File: config.mk
export PLATFORM = sky130hd
export DESIGN_NAME = flag_register_unit_flat
export DESIGN_NICKNAME = d
export VERILOG_FILES = /design/src/rtl/flag_register_unit_if.sv /design/src/rtl/flag_register_unit.sv /design/src/flat_wrapper.sv
export SDC_FILE = /design/constraint.sdc
export NUM_CORES = 1
export LEC_CHECK = 0
export BUFFER_PORTS_ARGS = -buffer_cell sky130_fd_sc_hd__buf_2
export CORE_ASPECT_RATIO = 0.6
export CORE_UTILIZATION = 30
export CTS_CLUSTER_DIAMETER = 50
export DETAILED_ROUTE_END_ITERATION = 6
export PLACE_DENSITY = 0.58
export REMOVE_ABC_BUFFERS = 1
export SLEW_MARGIN = 20
export SYNTH_ARGS = -nofsm -noshare
export SYNTH_HDL_FRONTEND = slang
export SYNTH_SLANG_ARGS = --single-unit
File: constraint.sdc
create_clock -name clk -period 10.3 [get_ports clk]
set_input_delay 3.09 -clock clk [delete_from_list [all_inputs] [get_ports clk]]
set_output_delay 3.09 -clock clk [all_outputs]
set_load 0.005 [all_outputs]
File: src/rtl/flag_register_unit_if.sv
// Bus bundle between the ALU issue stage and the flags unit: operation, operands,
// write controls and exception pulses in, ALU result and flag state out.
interface flag_register_unit_if #(
    parameter int WIDTH = 32
);
    logic [2:0]       alu_ctrl;
    logic [WIDTH-1:0] src_a;
    logic [WIDTH-1:0] src_b;
    logic             shift_carry;
    logic [1:0]       flag_w;
    logic             cond_ex;
    logic             stall;
    logic             exc_entry;
    logic             exc_return;
    logic [WIDTH-1:0] result;
    logic [3:0]       flags;
    logic [3:0]       saved_flags;
    logic             saved_valid;
    logic             exc_err;

    modport master (
        output alu_ctrl, src_a, src_b, shift_carry, flag_w, cond_ex, stall,
               exc_entry, exc_return,
        input  result, flags, saved_flags, saved_valid, exc_err
    );

    modport slave (
        input  alu_ctrl, src_a, src_b, shift_carry, flag_w, cond_ex, stall,
               exc_entry, exc_return,
        output result, flags, saved_flags, saved_valid, exc_err
    );
endinterface

File: src/rtl/flag_register_unit.sv
// ALU plus architectural N/Z/C/V register with condition-gated group writes and a
// one-deep saved copy used across exception entry and return.
module flag_register_unit #(
    parameter int         WIDTH       = 32,
    parameter logic [3:0] RESET_FLAGS = 4'b0000
) (
    input  logic                 clk,
    input  logic                 rst_n,
    flag_register_unit_if.slave  bus
);
    typedef enum logic [2:0] {
        OP_ADD = 3'b000,
        OP_SUB = 3'b001,
        OP_AND = 3'b010,
        OP_ORR = 3'b011,
        OP_EOR = 3'b100,
        OP_MOV = 3'b101,
        OP_ADC = 3'b110,
        OP_SBC = 3'b111
    } alu_op_e;

    typedef struct packed {
        logic n;
        logic z;
        logic c;
        logic v;
    } flags_t;

    flags_t           flags_q, flags_d;
    flags_t           saved_flags_q, saved_flags_d;
    logic             saved_valid_q, saved_valid_d;
    logic             exc_err_q, exc_err_d;

    alu_op_e          op;
    logic [WIDTH-1:0] b_eff;
    logic [WIDTH-1:0] result_w;
    logic [WIDTH:0]   sum;
    logic             cin;
    logic             is_arith;
    flags_t           alu_flags;

    assign op = alu_op_e'(bus.alu_ctrl);

    // NOTE: every always_comb output gets a default first so no path leaves it unassigned (no latch).
    always_comb begin
        b_eff    = bus.src_b;
        cin      = 1'b0;
        is_arith = 1'b1;
        unique case (op)
            OP_ADD: ;
            OP_SUB: begin b_eff = ~bus.src_b; cin = 1'b1;      end
            OP_ADC: cin = flags_q.c;
            OP_SBC: begin b_eff = ~bus.src_b; cin = flags_q.c; end
            default: is_arith = 1'b0;
        endcase

        sum = {1'b0, bus.src_a} + {1'b0, b_eff} + {{WIDTH{1'b0}}, cin};

        unique case (op)
            OP_AND:  result_w = bus.src_a & bus.src_b;
            OP_ORR:  result_w = bus.src_a | bus.src_b;
            OP_EOR:  result_w = bus.src_a ^ bus.src_b;
            OP_MOV:  result_w = bus.src_b;
            default: result_w = sum[WIDTH-1:0];
        endcase

        alu_flags.n = result_w[WIDTH-1];
        alu_flags.z = (result_w == '0);
        // Logical ops take C from the shifter and must never disturb V.
        if (is_arith) begin
            alu_flags.c = sum[WIDTH];
            alu_flags.v = (bus.src_a[WIDTH-1] == b_eff[WIDTH-1]) &&
                          (sum[WIDTH-1] != bus.src_a[WIDTH-1]);
        end else begin
            alu_flags.c = bus.shift_carry;
            alu_flags.v = flags_q.v;
        end
    end

    // Priority: exception entry, then return, then stall, then the normal write.
    always_comb begin
        flags_d       = flags_q;
        saved_flags_d = saved_flags_q;
        saved_valid_d = saved_valid_q;
        exc_err_d     = 1'b0;
        if (bus.exc_entry) begin
            saved_flags_d = flags_q;
            saved_valid_d = 1'b1;
        end else if (bus.exc_return) begin
            if (saved_valid_q) begin
                flags_d       = saved_flags_q;
                saved_valid_d = 1'b0;
            end else begin
                exc_err_d = 1'b1;
            end
        end else if (bus.cond_ex && !bus.stall) begin
            if (bus.flag_w[1]) begin
                flags_d.n = alu_flags.n;
                flags_d.z = alu_flags.z;
            end
            if (bus.flag_w[0]) begin
                flags_d.c = alu_flags.c;
                flags_d.v = alu_flags.v;
            end
        end
    end

    // NOTE: state registers use non-blocking assignments so every flop samples pre-edge values.
    always_ff @(posedge clk or negedge rst_n) begin
        if (!rst_n) begin
            flags_q       <= RESET_FLAGS;
            saved_flags_q <= '0;
            saved_valid_q <= 1'b0;
            exc_err_q     <= 1'b0;
        end else begin
            flags_q       <= flags_d;
            saved_flags_q <= saved_flags_d;
            saved_valid_q <= saved_valid_d;
            exc_err_q     <= exc_err_d;
        end
    end

    assign bus.result      = result_w;
    assign bus.flags       = flags_q;
    assign bus.saved_flags = saved_flags_q;
    assign bus.saved_valid = saved_valid_q;
    assign bus.exc_err     = exc_err_q;
endmodule

File: src/flat_wrapper.sv
// flat-port wrapper written by rule: the top's interface ports become plain ports
module flag_register_unit_flat 
#(
    parameter int         WIDTH       = 32,
    parameter logic [3:0] RESET_FLAGS = 4'b0000
)
  (clk, rst_n, bus_alu_ctrl, bus_src_a, bus_src_b, bus_shift_carry, bus_flag_w, bus_cond_ex, bus_stall, bus_exc_entry, bus_exc_return, bus_result, bus_flags, bus_saved_flags, bus_saved_valid, bus_exc_err);
  flag_register_unit_if #(.WIDTH(WIDTH)) bus_i ();
  input  logic clk;
  input  logic rst_n;
  input wire logic [$bits(bus_i.alu_ctrl)-1:0] bus_alu_ctrl;
  input wire logic [$bits(bus_i.src_a)-1:0] bus_src_a;
  input wire logic [$bits(bus_i.src_b)-1:0] bus_src_b;
  input wire logic [$bits(bus_i.shift_carry)-1:0] bus_shift_carry;
  input wire logic [$bits(bus_i.flag_w)-1:0] bus_flag_w;
  input wire logic [$bits(bus_i.cond_ex)-1:0] bus_cond_ex;
  input wire logic [$bits(bus_i.stall)-1:0] bus_stall;
  input wire logic [$bits(bus_i.exc_entry)-1:0] bus_exc_entry;
  input wire logic [$bits(bus_i.exc_return)-1:0] bus_exc_return;
  output wire logic [$bits(bus_i.result)-1:0] bus_result;
  output wire logic [$bits(bus_i.flags)-1:0] bus_flags;
  output wire logic [$bits(bus_i.saved_flags)-1:0] bus_saved_flags;
  output wire logic [$bits(bus_i.saved_valid)-1:0] bus_saved_valid;
  output wire logic [$bits(bus_i.exc_err)-1:0] bus_exc_err;
  assign bus_i.alu_ctrl = bus_alu_ctrl;
  assign bus_i.src_a = bus_src_a;
  assign bus_i.src_b = bus_src_b;
  assign bus_i.shift_carry = bus_shift_carry;
  assign bus_i.flag_w = bus_flag_w;
  assign bus_i.cond_ex = bus_cond_ex;
  assign bus_i.stall = bus_stall;
  assign bus_i.exc_entry = bus_exc_entry;
  assign bus_i.exc_return = bus_exc_return;
  assign bus_result = bus_i.result;
  assign bus_flags = bus_i.flags;
  assign bus_saved_flags = bus_i.saved_flags;
  assign bus_saved_valid = bus_i.saved_valid;
  assign bus_exc_err = bus_i.exc_err;
  flag_register_unit #(.WIDTH(WIDTH), .RESET_FLAGS(RESET_FLAGS)) u_core (.clk(clk), .rst_n(rst_n), .bus(bus_i));
endmodule
==> impl_summary.md <==
Final layout
The net total in the final layout is about 970. The number of standard cells in the layout, taps in and fillers out is 1021. The post-route netlist has 21.1% of its cells at a drive strength greater than 1. Compared with the post-synthesis result, the final layout area differs by 16.1%. The fill cell instance count of the final layout is around 1.8k.

The area of all placed cells without fillers is between 6000 and 7000 um2. The final core utilization is a little over a third. The number of antenna diodes in the final layout is 0.

Critical path
The number of cells on the worst reg-to-reg path is 13. Data arrives at the worst endpoint at between 6 and 7 ns. The worst setup path is launched from an input port.

STA classifies the critical path endpoint as an output port. The beginning of the worst register-to-register path is u_core.bus.flags[1]$_DFFE_PN0P_. Setup slack on the worst reg-to-reg path comes out at 5.52 ns. Along the worst path, the maximum fanout reaches 17.

STA puts the critical path data required time at slightly above 7 ns. The endpoint of the lowest-slack register-to-register path is u_core.bus.flags[2]$_DFFE_PN0P_. The worst setup path is of the input port to output port kind.

Timing
The maximum operating frequency is 0.101 GHz. Measured against its own limit, the worst slew margin works out to roughly 60%. The hold violation total from the final report came to 0. The count of pins over their slew limit came to 0. The final critical delay including setup and external delays is 9.92 ns. Setup repair after global routing left no endpoint under its margin. The fraction of the cycle the final worst path needs is 96.3%. The clock skew after layout is 0.00371 ns. The worst-margin pin slew is 0.600 ns. Setup violations remaining at the end of the flow were counted as 0.

Synthesis
The sequential fraction of the synthesis area is 4.83%. During synthesis, Yosys emitted a total of 0 warnings. The most used flip-flop cell after synthesis is dfrtp_1. The post-synthesis cell area is about 5200 um2. In the synthesized netlist, the number of instances is 698. The mean instance size in the synthesized netlist is about 7.4 um2. The synthesized netlist contains 74 unique library cells. The synthesized design contains 0 enable-type register cells. In this run, synthesis produced a sequential element count of 10. The proportion of register bits with asynchronous set or reset after synthesis is 100%.

Floorplanning
The y dimension of the die is 104 um. The die is 172 um wide. The top-level port count is 118. The total area inside the core boundary comes to 16500 um2.

The total die area is 17800 um2. The initialized floorplan defines 36 standard-cell rows. The initial cell density of the core is 31.3%.

GRT
The number of global-route vias before repair came to between 5k and 6k. The first-pass GRT wire length is 27.3 mm. The pin count of the biggest net entering global routing is 59. For this run, global-route usage on met1 was measured as 31.6%. The remaining global-route overflow is 0. The overall global routing resource usage is 19.0%. The initial antenna violation count is 0. The met2 track demand over resource in global routing is 26.9%.

The most utilized layer in the global route result is met1. The met3 track demand over resource in global routing is 1.34%.

Clock tree
The post-CTS setup buffer count is 0. The clock input transition at the sequential cells of the worst setup and hold paths is around 0.04 ns. The CTS H-tree depth is 1. TritonCTS built the clock tree.

The hold buffer count at CTS is 0. The clock drives 10 sinks. The maximum number of buffers from clock root to sink is 2.

Gates resized during post-CTS repair numbered 0. In this run the clock root is driven by a clkbuf_16. The clock reaches the later pin of the worst-skew pair after 0.23 ns.

The total CTS buffers is 3.

Route
After detailed routing, the average wire length per cell comes to 16.7 um. The number of vias in the routed layout is between 5k and 6k. The number of remaining DRC errors is 0. The violation count after the first detailed-routing iteration is 549. The first detailed-routing pass took 5 iterations. The post-route antenna net violation count is 0. The total wire length is 17.0 mm.

The via count normalized by instance count is ~5.3.

Placed design
During placement, the flow inserted port buffers numbering about 120. The placed wire-length estimate is 14.0 mm. Including well taps, the total number of placed cells is slightly above 1k. The placed instances occupy a cell area of 5930 um2. Routability-driven placement finished with a final weighted congestion of just over 0.9.

Pwr
Dividing total power by cell area gives a power density of between 90 and 100 nW/um2. In this run the static leakage power is between 2 and 3 nW. The completed layout was analyzed and its total power is between 0.5 and 0.6 mW.

The peak supply drop is around 0.063 mV.

Run
The tool flagged a number of max-cap violations equal to 0.

Worst hold path
The worst hold path belongs to the class flip-flop to flip-flop. The path with the worst hold slack has its endpoint at u_core.bus.exc_err$_DFF_PN0_. The worst hold path depth is 1. The beginning of the worst hold path is u_core.bus.saved_valid$_DFFE_PN0P_.

Run status
The run finished with clean final reports.
## logic make-up (layout without fill, tap and decap cells)
family / after synthesis / after routing / synth area share (%)
flops: 10 / 10 / 4.83
fa+ha+maj: 98 / 98 / 24.0
compound gates: 213 / 213 / 27.7
simple gates: 155 / 155 / 15.1
xor+xnor: 54 / 54 / 9.13
mux: 42 / 42 / 8.36
buf+inv: 126 / 221 / 10.9
## Yosys cell counts (all sizes together) (10+ instances only)
library cell | n | area, um2
nor2 | 37 | 139
inv | 86 | 323
buf | 18 | 105
a31oi | 15 | 100
mux2i | 32 | 320
o21ai | 47 | 235
o211ai | 11 | 82.6
xnor2 | 46 | 403
nand2 | 56 | 218
mux2 | 10 | 113
ha | 96 | 1200
a21oi | 37 | 185
dfrtp | 10 | 250
clkbuf | 22 | 136
a211oi | 10 | 75.1
nand3 | 10 | 50.1
o22ai | 17 | 106
a21o | 14 | 105
## layout by cell type, fill, tap and decap left out, drive strengths merged, types with 11 or more instances in the layout
master  netlist  routed
a21o         14      14
inv          86      86
a31oi        15      15
o211ai       11      11
xnor2        46      46
nand2        56      56
mux2i        32      32
a21oi        37      37
o22ai        17      17
buf          18     131
o21ai        47      47
nor2         37      37
ha           96      96
## per-layer routing
metal | routed length (um) | share of wire (%) | vias up
met5 | 0 | 0 | -
met4 | 27 | 0.16 | 0
met3 | 1090 | 6.4 | 2
met2 | 6670 | 39 | 185
met1 | 9230 | 54 | 2521
li1 | - | - | 2713
## final cells by class
| cell class | instances | area (um2) | area share [%] |
|---|---|---|---|
| clock buffers | 4 | 88.8 | 1.48 |
| well taps | 228 | 285 | 4.74 |
| inverters | 86 | 323 | 5.37 |
| repair buffers | 131 | 693 | 11.5 |
| flip-flops and latches | 10 | 250 | 4.16 |
| multi-input cells | 562 | 4370 | 72.7 |
## state kept, by name, indices dropped and copies added, names as in the netlist
register and cells:
u_core.bus.exc_err 1, u_core.bus.flags 4, u_core.bus.saved_flags 4, u_core.bus.saved_valid 1
## how the worst max path moves through the flow
| stage | depth (start not counted) | start | slack (ns) | endpoint |
|---|---|---|---|---|
| CTS | 15 | bus_alu_ctrl[2] | 0.46 | bus_result[30] |
| floorplan | 13 | bus_alu_ctrl[2] | -0.47 | bus_result[24] |
| global placement | 15 | bus_alu_ctrl[2] | 0.49 | bus_result[30] |
| global route | 15 | bus_alu_ctrl[2] | 0.16 | bus_result[30] |
| finish | 15 | bus_alu_ctrl[2] | 0.38 | bus_result[30] |
| detailed placement | 15 | bus_alu_ctrl[2] | 0.47 | bus_result[30] |
## metrics by stage
step                      hold slack [ns]  TNS (ns)  worst slack (ns)
final                               0.478         0             0.379
after global routing                0.503         0             0.165
after CTS                           0.478         0             0.464
after detailed placement            0.468         0             0.472
after global placement              0.474         0             0.487
after floorplan                     0.462     -2.15            -0.473
## worst max-delay path, stage by stage
cell and delay, ns:
buf_2 0.12, or2b_1 0.27, nand3_2 0.10, buf_4 0.31
buf_4 0.37, xnor2_1 0.12, ha_1 0.46, nand4_1 0.20
a211oi_1 0.50, nor3_2 0.13, a311oi_1 0.42, nor2_1 0.11
xor2_1 0.16, a21oi_1 0.29, buf_2 0.18
## where the power goes
part	switching (mW)	internal (mW)
registers	0.00728	0.0483
logic	0.261	0.186
clock network	0.0172	0.0583
total	0.286	0.293
Power figures use the tool's default switching activity.
